$ cat config.mk
export PLATFORM = sky130hd
export DESIGN_NAME = csmulti_accumulator_flat
export DESIGN_NICKNAME = d
export VERILOG_FILES = /design/src/rtl/csmulti_accumulator_pkg.sv /design/src/rtl/csmulti_accumulator_if.sv /design/src/rtl/csmulti_accumulator_adder.sv /design/src/rtl/csmulti_accumulator.sv /design/src/flat_wrapper.sv
export SDC_FILE = /design/constraint.sdc
export NUM_CORES = 1
export LEC_CHECK = 0
export ABC_AREA = 1
export BUFFER_PORTS_ARGS = -buffer_cell sky130_fd_sc_hd__buf_2
export CAP_MARGIN = 20
export CORE_MARGIN = 1.5
export CORE_UTILIZATION = 55
export CTS_BUF_LIST = sky130_fd_sc_hd__clkbuf_4 sky130_fd_sc_hd__clkbuf_8
export CTS_CLUSTER_SIZE = 16
export DETAILED_ROUTE_END_ITERATION = 8
export PLACE_DENSITY_LB_ADDON = 0.2
export REMOVE_ABC_BUFFERS = 1
export SLEW_MARGIN = 20
export SYNTH_ARGS = -nofsm -noshare
export SYNTH_HDL_FRONTEND = slang
export SYNTH_SLANG_ARGS = --single-unit
export TNS_END_PERCENT = 30
$ cat constraint.sdc
create_clock -name clk -period 2.2 [get_ports clk]
set_input_delay 0.44 -clock clk [delete_from_list [all_inputs] [get_ports clk]]
set_output_delay 0.44 -clock clk [all_outputs]
set_load 0.05 [all_outputs]
$ cat src/rtl/csmulti_accumulator_pkg.sv
// Shared types and helpers for the carry-save multiplier accumulator stage.
package csmulti_pkg;

  typedef enum logic {
    ACCUM = 1'b0,
    HOLD  = 1'b1
  } acc_state_t;

  // Batch counter width; a one-product batch still gets a 1-bit counter.
  function automatic int cnt_width(input int len);
    int w;
    w = $clog2(len);
    return (w < 1) ? 1 : w;
  endfunction

endpackage

$ cat src/rtl/csmulti_accumulator_if.sv
// Product-in / batch-sum-out handshake bundle for csmulti_accumulator.
interface csmulti_accumulator_if #(
  parameter int BITSIZE = 8,
  parameter int ACC_W   = 24,
  parameter int LEN     = 4
);
  localparam int CNT_W = csmulti_pkg::cnt_width(LEN);

  logic [2*BITSIZE-1:0] prod_i;
  logic                 prod_valid_i;
  logic                 prod_ready_o;
  logic                 clear_i;
  logic [ACC_W-1:0]     acc_o;
  logic                 acc_valid_o;
  logic                 acc_ready_i;
  logic [CNT_W-1:0]     count_o;
  logic                 overflow_o;

  modport slave (
    input  prod_i, prod_valid_i, clear_i, acc_ready_i,
    output prod_ready_o, acc_o, acc_valid_o, count_o, overflow_o
  );

  modport master (
    output prod_i, prod_valid_i, clear_i, acc_ready_i,
    input  prod_ready_o, acc_o, acc_valid_o, count_o, overflow_o
  );

endinterface

$ cat src/rtl/csmulti_accumulator_adder.sv
// ACC_W accumulator adder with carry-out; clamps to all-ones on carry when
// CSMULTI_ACC_SATURATE_EN is defined, otherwise wraps.
module csmulti_acc_adder #(
  parameter int ACC_W  = 24,
  parameter int PROD_W = 16
) (
  input  logic [ACC_W-1:0]  acc,
  input  logic [PROD_W-1:0] prod,
  output logic [ACC_W-1:0]  sum,
  output logic              carry
);

  logic [ACC_W:0] raw;

  assign raw   = {1'b0, acc} + (ACC_W+1)'(prod);
  assign carry = raw[ACC_W];

`ifdef CSMULTI_ACC_SATURATE_EN
  // Once clamped, any nonzero add carries again, so the sum stays pinned.
  assign sum = carry ? {ACC_W{1'b1}} : raw[ACC_W-1:0];
`else
  assign sum = raw[ACC_W-1:0];
`endif

endmodule

$ cat src/rtl/csmulti_accumulator.sv
// Sums LEN consecutive multiplier products and presents each batch sum with a
// sticky overflow flag. Saturation option: CSMULTI_ACC_SATURATE_EN.
//
//  state | meaning
//  ACCUM | accepting products, building the batch sum
//  HOLD  | batch sum on acc_o, waiting for acc_ready_i
module csmulti_accumulator
  import csmulti_pkg::*;
#(
  parameter int BITSIZE = 8,
  parameter int ACC_W   = 24,
  parameter int LEN     = 4
) (
  input logic                 clk,
  input logic                 rst_n,
  csmulti_accumulator_if.slave bus
);

  localparam int PROD_W = 2 * BITSIZE;
  localparam int CNT_W  = cnt_width(LEN);
  localparam logic [CNT_W-1:0] LAST_CNT = CNT_W'(LEN - 1);

  if (ACC_W < 2 * BITSIZE) begin : g_bad_acc_w
    $error("csmulti_accumulator: ACC_W must be >= 2*BITSIZE");
  end
  if (LEN < 1) begin : g_bad_len
    $error("csmulti_accumulator: LEN must be >= 1");
  end

  acc_state_t       state;
  logic [ACC_W-1:0] acc;
  logic [ACC_W-1:0] acc_out;
  logic [CNT_W-1:0] count;
  logic             acc_valid;
  logic             overflow;
  logic             prod_ready;

  logic [ACC_W-1:0] sum;
  logic             carry;
  logic             prod_hs;

  csmulti_acc_adder #(
    .ACC_W (ACC_W),
    .PROD_W(PROD_W)
  ) u_adder (
    .acc  (acc),
    .prod (bus.prod_i),
    .sum  (sum),
    .carry(carry)
  );

  assign prod_hs = bus.prod_valid_i & prod_ready;

  always_ff @(posedge clk or negedge rst_n) begin
    if (!rst_n) begin
      state      <= ACCUM;
      acc        <= '0;
      acc_out    <= '0;
      count      <= '0;
      acc_valid  <= 1'b0;
      overflow   <= 1'b0;
      prod_ready <= 1'b1;
    end else if (bus.clear_i) begin
      // Abort wins over both handshakes; a product offered now is dropped.
      state      <= ACCUM;
      acc        <= '0;
      count      <= '0;
      acc_valid  <= 1'b0;
      overflow   <= 1'b0;
      prod_ready <= 1'b1;
    end else begin
      case (state)
        ACCUM: begin
          if (prod_hs) begin
            if (carry) overflow <= 1'b1;
            if (count == LAST_CNT) begin
              acc_out    <= sum;
              acc_valid  <= 1'b1;
              acc        <= '0;
              count      <= '0;
              prod_ready <= 1'b0;
              state      <= HOLD;
            end else begin
              acc   <= sum;
              count <= count + 1'b1;
            end
          end
        end
        HOLD: begin
          if (bus.acc_ready_i) begin
            acc_valid  <= 1'b0;
            overflow   <= 1'b0;
            prod_ready <= 1'b1;
            state      <= ACCUM;
          end
        end
        default: state <= ACCUM;
      endcase
    end
  end

  assign bus.prod_ready_o = prod_ready;
  assign bus.acc_o        = acc_out;
  assign bus.acc_valid_o  = acc_valid;
  assign bus.count_o      = count;
  assign bus.overflow_o   = overflow;

endmodule
$ cat src/flat_wrapper.sv
// flat-port wrapper written by rule: the top's interface ports become plain ports
module csmulti_accumulator_flat import csmulti_pkg::*;
#(
  parameter int BITSIZE = 8,
  parameter int ACC_W   = 24,
  parameter int LEN     = 4
)
  (clk, rst_n, bus_prod_i, bus_prod_valid_i, bus_clear_i, bus_acc_ready_i, bus_prod_ready_o, bus_acc_o, bus_acc_valid_o, bus_count_o, bus_overflow_o);
  csmulti_accumulator_if #(.BITSIZE(BITSIZE), .ACC_W(ACC_W), .LEN(LEN)) bus_i ();
  input logic clk;
  input logic rst_n;
  input wire logic [$bits(bus_i.prod_i)-1:0] bus_prod_i;
  input wire logic [$bits(bus_i.prod_valid_i)-1:0] bus_prod_valid_i;
  input wire logic [$bits(bus_i.clear_i)-1:0] bus_clear_i;
  input wire logic [$bits(bus_i.acc_ready_i)-1:0] bus_acc_ready_i;
  output wire logic [$bits(bus_i.prod_ready_o)-1:0] bus_prod_ready_o;
  output wire logic [$bits(bus_i.acc_o)-1:0] bus_acc_o;
  output wire logic [$bits(bus_i.acc_valid_o)-1:0] bus_acc_valid_o;
  output wire logic [$bits(bus_i.count_o)-1:0] bus_count_o;
  output wire logic [$bits(bus_i.overflow_o)-1:0] bus_overflow_o;
  assign bus_i.prod_i = bus_prod_i;
  assign bus_i.prod_valid_i = bus_prod_valid_i;
  assign bus_i.clear_i = bus_clear_i;
  assign bus_i.acc_ready_i = bus_acc_ready_i;
  assign bus_prod_ready_o = bus_i.prod_ready_o;
  assign bus_acc_o = bus_i.acc_o;
  assign bus_acc_valid_o = bus_i.acc_valid_o;
  assign bus_count_o = bus_i.count_o;
  assign bus_overflow_o = bus_i.overflow_o;
  csmulti_accumulator #(.BITSIZE(BITSIZE), .ACC_W(ACC_W), .LEN(LEN)) u_core (.clk(clk), .rst_n(rst_n), .bus(bus_i));
endmodule
==> reports/summary.txt, run 1 <==
vias per cell -> 5.113
ranking of synthesized cells by area -> dfrtp_1, nand2_1, inv_1
Period minus WS final -> 1.948 ns
Final nets -> 609
Leak -> 2.361 nW
Fin. Hold Viols -> 0
Total Neg Setup Slack -> 0 ns
initial core utilization -> 58.20%
Post-Syn Area per Cell -> 6.797 µm²
RePlAce Congestion -> 0.9422
pin count of the biggest net entering global routing -> 31
post-synth top area cell -> dfrtp_1
vias in the first global route -> 3241
Die Ht -> 82.86 µm
Die ar. -> 0.006865 mm²
initial antenna violation count -> 0
Clock Tree Buf Depth -> 2
Synth Register Bits -> 54
RSZ-0062 raised after global routing -> false
Die X -> 82.86 µm
post-synth cell types -> 30
Max FO, Critical Path -> 4
CTS Buf Count -> 5
postcts setup bufs -> 0
pins over their slew limit -> 0
first-pass iteration count of the detailed router -> 4
YS warnings -> 0
CTS sink count -> 54
CP Class -> reg2reg
fill count -> 575
status -> finished clean
Least-Margin Pin Slew -> 0.6116 ns
Post-DP HPWL -> 6.752 mm
drt wl/cell -> 13.52 µm
root buf cell -> clkbuf_8
Layout Skew -> 0.01209 ns
WL final -> 8.737 mm
final setup fails -> 0
Power Density -> 760.1 mW/mm²
CP startpoint kind -> register
worst rel slew slack -> 59.23%
grt total ovfl -> 0
Core ar. -> 0.006026 mm²
share of cells above drive strength 1 -> 15.06%
num ports -> 50
most common cell after layout, fill and taps aside -> nand2_1
sequential area share after synthesis -> 38.57%
Layout area overhead -> 14.06%
GRT Total Usage -> 26.50%
1st-iter DRT viols -> 239
period utilization -> 88.55%
CTS tree -> done
post-layout instance area -> 0.004000 mm²
Synth top area share -> 37.82%
first-pass GRT wire length -> 14.90 mm
DP Area -> 0.003862 mm²
Routed Antenna Nets -> 0
worst skew pair latency -> 0.32 ns
Clock H-tree levels -> 2
# diodes -> 0
HP Class -> in2async
most frequent cells in the layout -> nand2_1, inv_1, dfrtp_1
# DRC -> 0
FMAX -> 513.3 MHz
Core Rows -> 28
PostCTS Resize Cnt -> 0
Req. time, crit path -> 2.41 ns
Synth Instances -> 516
Peak VDD IR -> 0.0004930 V
Critical Path AT -> 2.16 ns
Setup crit end kind -> register
# Max-Cap Violations -> 0
clock slew at reported path FFs -> 0.10 ns
CTS Hold Buffers Added -> 0
# port buffers -> 49
routed vias -> 3303
Mapped Area -> 0.003507 mm²
[worst max-delay path: stages, from the launching register on]
cell and delay (ns):
dfrtp_1 0.36, ha_1 0.20, inv_1 0.06, fa_1 0.42, o21ai_2 0.17, nand3_1 0.09, nand2_2 0.09, nand2_1 0.08
nand2_2 0.11, nand3_1 0.10, nand3_1 0.10, nand2_1 0.06
[synthesized netlist by cell type]
cell and instances:
a22o_1 2, fa_1 1, o21ai_2 1, nor3_1 3, xor2_1 6, nand4_1 6
nor2_1 33, clkinv_2 1, dfrtp_1 53, nand2_2 11, dfstp_2 1, o21a_1 1
clkbuf_1 3, and2_1 1, nand3b_1 3, xnor2_1 1, nor2_4 1, o21ai_0 13
nor2_2 4, a21oi_1 9, nand3_1 49, buf_4 2, buf_2 3, nand3_2 2
o22ai_1 1, inv_1 68, ha_1 17, nor4_1 1, or2_2 2, nand2_1 217
[per-layer routing]
layer | global-route usage, % | share of wire, % | up-vias
met5 | 0 | 0 | -
li1 | - | - | 1707
met1 | 36.71 | 48 | 1491
met3 | 4.175 | 4.5 | 11
met4 | 6.667 | 1.3 | 0
met2 | 43.61 | 47 | 94
[metrics by stage]
step	setup WS [ns]	std cells	hold slack, ns	util (%)	total power (W)
CTS	0.2456	646	0.1319	66.38	0.003059
detailed placement	0.07282	638	0.4601	64.10	0.002256
floorplan	0.03744	508	0.1444	-	0.001981
global route	0.03158	646	0.1666	66.38	0.003222
finish	0.2520	646	0.1173	66.38	0.003040
global placement	0.1460	638	0.4578	64.10	0.002240
[report_power, final]
| part | internal [W] | total [W] | switching (W) |
|---|---|---|---|
| Combinational | 0.000305 | 0.00107 | 0.000765 |
| Sequential | 0.00110 | 0.00117 | 0.0000651 |
| Clock | 0.000456 | 0.000801 | 0.000345 |
[area by class of cell]
cell class,count,area [µm²],share of cell area [%]
well taps,75,93.84,2.346
flip-flops and latches,54,1353,33.81
inverters,69,260.3,6.506
repair buffers,55,302.8,7.570
clock inverters,3,68.82,1.720
multi-input cells,385,1853,46.32
clock buffers,5,68.82,1.720
[cell families (layout without fill, tap and decap cells)]
family	after synthesis	after routing	synth area share [%]
buf+inv	77	132	8.597
xor+xnor	7	7	1.748
flops	54	54	38.57
compound gates	27	27	4.281
fa+ha+maj	18	18	6.636
simple gates	333	333	40.17
[registers in the layout, indices dropped and copies added (netlist names)]
name / flops
u_core.bus.prod_ready_o: 1
u_core.acc: 24
u_core.bus.acc_valid_o: 1
u_core.state: 1
u_core.bus.count_o: 2
u_core.bus.overflow_o: 1
u_core.bus.acc_o: 24
[final timing paths]
| check | startpoint | to | slack [ns] | cells after the start |
|---|---|---|---|---|
| min in group clk | bus_acc_ready_i | u_core.state | 0.32 | 2 |
| worst max register to register | u_core.acc[0] | u_core.acc[20] | 0.25 | 11 |
| worst max-delay path | u_core.acc[0] | u_core.acc[20] | 0.25 | 11 |
| worst min-delay path | rst_n | u_core.bus.acc_o[5] | 0.12 | 1 |
| worst min register to register | u_core.bus.acc_o[8] | u_core.bus.acc_o[8] | 0.48 | 2 |
| max in group asynchronous | rst_n | u_core.bus.prod_ready_o | 1.43 | 2 |
Note: power is estimated with default switching activity, not from simulation.
==> inputs of run 2 (changes only) <==
==> constraint.sdc (replaced) <==
create_clock -name clk -period 2.2 [get_ports clk]
set_input_delay 0.22 -clock clk [delete_from_list [all_inputs] [get_ports clk]]
set_output_delay 0.22 -clock clk [all_outputs]
set_load 0.05 [all_outputs]
==> reports/summary.txt, run 2 (synthesis results as in run 1) <==
pin count of the biggest net entering global routing -> 32
CTS tree -> done
Die X -> 82.86 µm
highest metal used -> met4
period utilization -> 91.54%
most frequent cells in the layout -> nand2_1, inv_1, dfrtp_1
Setup crit end kind -> register
Least-Margin Pin Slew -> 0.7699 ns
initial antenna violation count -> 0
fill count -> 553
Post-DP HPWL -> 6.344 mm
met3 wire length -> 466 µm
HP Class -> in2reg
WL final -> 8.415 mm
Clock Tree Buf Depth -> 2
Core ar. -> 0.006026 mm²
CP startpoint kind -> register
worst skew pair latency -> 0.32 ns
RSZ-0062 raised after global routing -> false
drt wl/cell -> 13.07 µm
Layout area overhead -> 13.06%
Crit path max-delay family -> simple AND/OR/NAND/NOR gates
CP Class -> reg2reg
clock slew at reported path FFs -> 0.10 ns
# Max-Cap Violations -> 0
Met1 Wirelength -> 3.983 mm
Max FO, Critical Path -> 4
Die ar. -> 0.006865 mm²
# diodes -> 0
routed vias -> 3360
slowest CP cell -> fa_1
initial core utilization -> 58.20%
CTS Buf Count -> 5
CTS sink count -> 54
vias in the first global route -> 3364
Final nets -> 607
Seq. cell area -> 0.001353 mm²
vias per cell -> 5.217
Req. time, crit path -> 2.41 ns
worst rel slew slack -> 48.62%
GRT Total Usage -> 26.12%
most common cell after layout, fill and taps aside -> nand2_1
first-pass iteration count of the detailed router -> 5
FMAX -> 496.6 MHz
Layout Skew -> 0.005037 ns
grt total ovfl -> 0
most used cell, CP -> nand3_1
1st-iter DRT viols -> 170
Routed Antenna Nets -> 0
Met2 Wirelength -> 3.840 mm
DP Worst Slack -> 0.1911 ns
final setup fails -> 0
Core Rows -> 28
Leak -> 2.340 nW
worst-path cell chain -> ha_1 > inv_1 > fa_1 > o21ai_2 > nand3_1 > nand2_2 > nand2_1 > nand2_2 > nand3_1 > nand3_1 > nand2_1
Total Neg Setup Slack -> 0 ns
Power Density -> 737.8 mW/mm²
RePlAce Congestion -> 1.087
first-pass GRT wire length -> 14.88 mm
status -> finished clean
WP buf/inv -> 1
root buf cell -> clkbuf_8
Slowest Stage Delay on Critical Path -> 0.44 ns
Critical Path AT -> 2.22 ns
num ports -> 50
Die Ht -> 82.86 µm
Period minus WS final -> 2.014 ns
Peak VDD IR -> 0.0004540 V
# DRC -> 0
Clock H-tree levels -> 2
pins over their slew limit -> 0
# port buffers -> 49
Fin. Hold Viols -> 0
setup ws final -> 0.1862 ns
share of cells above drive strength 1 -> 14.76%
Multi-input gate area -> 0.001856 mm²
-- run 2: changes by cell type in the layout (fill, tap and decap cells not counted) --
| cell | delta |
|---|---|
| dlygate4sd3_1 | +1 |
| inv_6 | +1 |
| nor2_1 | -1 |
| buf_4 | -3 |
| bufinv_16 | -1 |
| nor2_2 | +1 |
| clkinv_4 | -1 |
| clkinv_2 | +1 |
-- run 2: final timing paths --
kind                                      startpoint                 endpoint  slack [ns]  cells after the start
max in group asynchronous                      rst_n  u_core.bus.prod_ready_o        1.14                      3
worst max register to register         u_core.acc[0]           u_core.acc[20]        0.19                     11
worst max-delay path                   u_core.acc[0]           u_core.acc[20]        0.19                     11
worst min-delay path                 bus_acc_ready_i             u_core.state        0.11                      2
worst min register to register  u_core.bus.acc_o[10]     u_core.bus.acc_o[10]        0.48                      2
min in group asynchronous                      rst_n      u_core.bus.acc_o[5]        0.43                      2
-- run 2: cell type report --
| type | instances | area share [%] |
|---|---|---|
| Tap cell | 75 | 2.367 |
| Timing Repair Buffer | 53 | 7.321 |
| Clock buffer | 5 | 1.736 |
| Multi-Input combinational cell | 385 | 46.80 |
| Clock inverter | 3 | 1.104 |
| Inverter | 69 | 6.564 |
| Sequential cell | 54 | 34.11 |
-- run 2: layer usage --
metal  up-vias  GRT usage [%]
met5         -              0
li1       1708              -
met2       123          43.16
met1      1518          35.18
met3        11          3.877
met4         0          8.939
-- run 2: per-stage QoR --
stage	cell area, µm²	util (%)	instances	power (W)	hold slack (ns)
6_report	3965	65.80	644	0.002925	0.1057
5_1_grt	3965	65.80	644	0.003110	0.1168
4_1_cts	3963	65.76	644	0.002931	0.1010
3_5_place_dp	3840	63.73	635	0.002243	0.2629
3_3_place_gp	3840	63.73	635	0.002224	0.2551
2_1_floorplan	3466	-	508	0.001981	-0.07559
-- run 2: power by group --
group	leakage (nW)	internal [W]	switching [W]	total (W)
clock	0.0585	0.000342	0.000344	0.000686
sequential	0.732	0.00110	0.0000606	0.00117
combinational	1.55	0.000304	0.000771	0.00107
-- run 2: worst reg2reg max path, stage by stage (launching register included) --
cell and delay [ns]:
dfrtp_1 0.37, ha_1 0.19, inv_1 0.06, fa_1 0.44, o21ai_2 0.18, nand3_1 0.10
nand2_2 0.09, nand2_1 0.08, nand2_2 0.11, nand3_1 0.10, nand3_1 0.12, nand2_1 0.07
-- run 2: timing repair --
item                                    4_1_cts  5_1_grt
hold endpoints to repair                     25        0
setup buffers                                 0        0
endpoints found under the setup margin        0        0
hold buffers                                  1        0
gates resized for setup                       0        0
==> inputs of run 3 (changes only) <==
--- a/config.mk
+++ b/config.mk
@@ -5,7 +5,6 @@
 export SDC_FILE = /design/constraint.sdc
 export NUM_CORES = 1
 export LEC_CHECK = 0
-export ABC_AREA = 1
 export BUFFER_PORTS_ARGS = -buffer_cell sky130_fd_sc_hd__buf_2
 export CAP_MARGIN = 20
 export CORE_MARGIN = 1.5
==> reports/summary.txt, run 3 <==
initial core utilization -> 58.32%
post-layout instance area -> 0.003881 mm²
Setup crit end kind -> register
DP Worst Slack -> -0.008030 ns
Peak VDD IR -> 0.0004657 V
setup ws final -> -0.02593 ns
pins over their slew limit -> 0
Die X -> 80.12 µm
Fin. Hold Viols -> 0
Seq. cell area -> 0.001353 mm²
vias in the first global route -> 2700
Post-DP HPWL -> 5.559 mm
xor/xnor share of the synthesized area -> 4.552%
Critical Path AT -> 2.44 ns
CTS sink count -> 54
status -> complete, but fails checks
vias per cell -> 5.944
r2r setup slk -> -0.03 ns
Hold Slack -> 0.1034 ns
initial antenna violation count -> 0
Routed Antenna Nets -> 0
final setup fails -> 1
worst skew pair latency -> 0.32 ns
Clock Tree Buf Depth -> 2
Die ar. -> 0.006418 mm²
Critical Path End -> u_core.bus.acc_o[12]
Slowest Stage Delay on Critical Path -> 0.41 ns
RSZ-0062 raised after global routing -> true
Mapped Area -> 0.003271 mm²
HP Class -> in2reg
most common cell after layout, fill and taps aside -> dfrtp_1
sequential area share after synthesis -> 41.35%
worst-path cell chain -> ha_2 > inv_2 > fa_2 > nor2b_4 > o211ai_1 > a31oi_1 > or3b_1 > xor2_1 > mux2_4
share of cells above drive strength 1 -> 27.83%
GRT Total Usage -> 25.73%
reg2reg path depth -> 9
CP startpoint -> u_core.acc[0]
# diodes -> 0
worst r2r dst -> u_core.bus.acc_o[12]
ranking of synthesized cells by area -> dfrtp_1, ha_1, nand2_1
fill count -> 442
mux cell area share after synthesis -> 2.716%
CP Class -> reg2reg
Multi-input gate area -> 0.001899 mm²
Least-Margin Pin Slew -> 0.5314 ns
drt wl/cell -> 15.99 µm
clock slew at reported path FFs -> 0.10 ns
post-synth top area cell -> dfrtp_1
Post-Syn Area per Cell -> 9.535 µm²
worst rel slew slack -> 64.57%
Primary FF master, synth -> dfrtp_1
post-synth cell types -> 65
pin count of the biggest net entering global routing -> 34
R2R Path Start -> u_core.acc[0]
CTS Buf Count -> 5
first-pass iteration count of the detailed router -> 4
grt total ovfl -> 0
Core Rows -> 27
commonest cells in the synthesized netlist -> dfrtp_1, nand2_1, a21oi_1, o21ai_0, ha_1
most frequent cells in the layout -> dfrtp_1, nand2_1, buf_2
Clock H-tree levels -> 2
FMAX -> 449.3 MHz
# port buffers -> 49
Period minus WS final -> 2.226 ns
Synth Instances -> 343
CP startpoint kind -> register
Max FO, Critical Path -> 3
Layout Skew -> 0.006534 ns
WL final -> 7.643 mm
Power Density -> 813.4 mW/mm²
1st-iter DRT viols -> 142
YS warnings -> 0
Layout area overhead -> 18.67%
compound-cell area share of the yosys netlist -> 23.53%
num ports -> 50
post-synthesis async set-or-reset flop share -> 100.0%
routed vias -> 2841
most common cell in the netlist -> dfrtp_1
Final nets -> 444
Crit path max-delay family -> adder cells
Synth Area in Simple Gates -> 17.79%
Core ar. -> 0.005608 mm²
WP buf/inv -> 1
Req. time, crit path -> 2.41 ns
Leak -> 1.860 nW
# Max-Cap Violations -> 0
first-pass GRT wire length -> 12.70 mm
CTS tree -> done
# DRC -> 0
Synth Area in Adders -> 7.116%
root buf cell -> clkbuf_8
Synth top area share -> 40.55%
violated checks -> negative setup slack
largest family of logic cells by synthesized area -> compound AO/OA/AOI/OAI gates
Post-synth EDFFs -> 0
period utilization -> 101.2%
slowest CP cell -> dfrtp_1
DP Area -> 0.003674 mm²
Die Ht -> 80.12 µm
path length in cells of the critical path -> 9
Synth Register Bits -> 54
RePlAce Congestion -> 0.9044
## run 3: changes by cell type in the layout (fill, tap and decap cells not counted), sizes merged, moves of 9 or more
| cell | before | now |
|---|---|---|
| a21oi | 9 | 24 |
| a22o | 2 | 13 |
| buf | 52 | 67 |
| inv | 69 | 9 |
| nand2 | 228 | 52 |
| nand3 | 51 | 12 |
| nor2 | 38 | 16 |
| o21ai | 14 | 23 |
| xnor2 | 1 | 10 |
## run 3: power by group
| part | internal [W] | switching (W) | total [W] |
|---|---|---|---|
| registers | 0.00114 | 0.0000862 | 0.00123 |
| clock network | 0.000225 | 0.000350 | 0.000574 |
| logic | 0.000463 | 0.000895 | 0.00136 |
| total | 0.00183 | 0.00133 | 0.00316 |
## run 3: through the flow
| step | utilization, % | std cells | power (W) | setup TNS, ns |
|---|---|---|---|---|
| after detailed placement | 65.51 | 465 | 0.002533 | -0.008030 |
| after floorplan | - | 330 | 0.002200 | -0.02849 |
| after global placement | 65.51 | 465 | 0.002505 | 0 |
| after CTS | 67.34 | 474 | 0.003108 | -0.006684 |
| final | 69.21 | 478 | 0.003157 | -0.02593 |
| after global routing | 69.21 | 478 | 0.003333 | -0.4617 |
## run 3: worst min path at each step
stage                    startpoint                   to  slack, ns  depth (start not counted)
floorplan                     rst_n        u_core.acc[0]      -0.08                          0
global placement              rst_n        u_core.acc[4]       0.22                          1
detailed placement            rst_n  u_core.bus.acc_o[4]       0.23                          1
CTS                 bus_acc_ready_i         u_core.state       0.11                          2
global route        bus_acc_ready_i         u_core.state       0.12                          2
finish              bus_acc_ready_i         u_core.state       0.10                          2
## run 3: area by class of cell
| class | count | area share [%] |
|---|---|---|
| clock buffer | 5 | 1.773 |
| inverter | 9 | 0.8704 |
| tap | 72 | 2.321 |
| clock inverter | 3 | 0.5480 |
| sequential | 54 | 34.85 |
| timing repair buffer | 68 | 10.70 |
| multi-input combinational | 267 | 48.94 |
## run 3: kinds of logic after synthesis
| logic type | after synthesis |
|---|---|
| multiplexers | 8 |
| AND/OR/NAND/NOR | 119 |
| adder cells (fa/ha/maj) | 18 |
| XOR/XNOR | 17 |
| AO/OA/AOI/OAI | 105 |
| buffers and inverters | 22 |
| flip-flops | 54 |
## run 3: per-layer routing
metal  wire, µm  track usage [%]
met4        143            9.310
met2       3449            40.00
met5          0                0
met1       3629            36.03
met3        420            4.432
## run 3: repair_timing
action                                  in CTS  in global routing
pin swaps                                    0                 10
hold buffers                                 1                  0
resized for setup                            2                 18
endpoints found under the hold margin       21                  0
setup buffers                                0                  4
endpoints found under the setup margin       3                 22
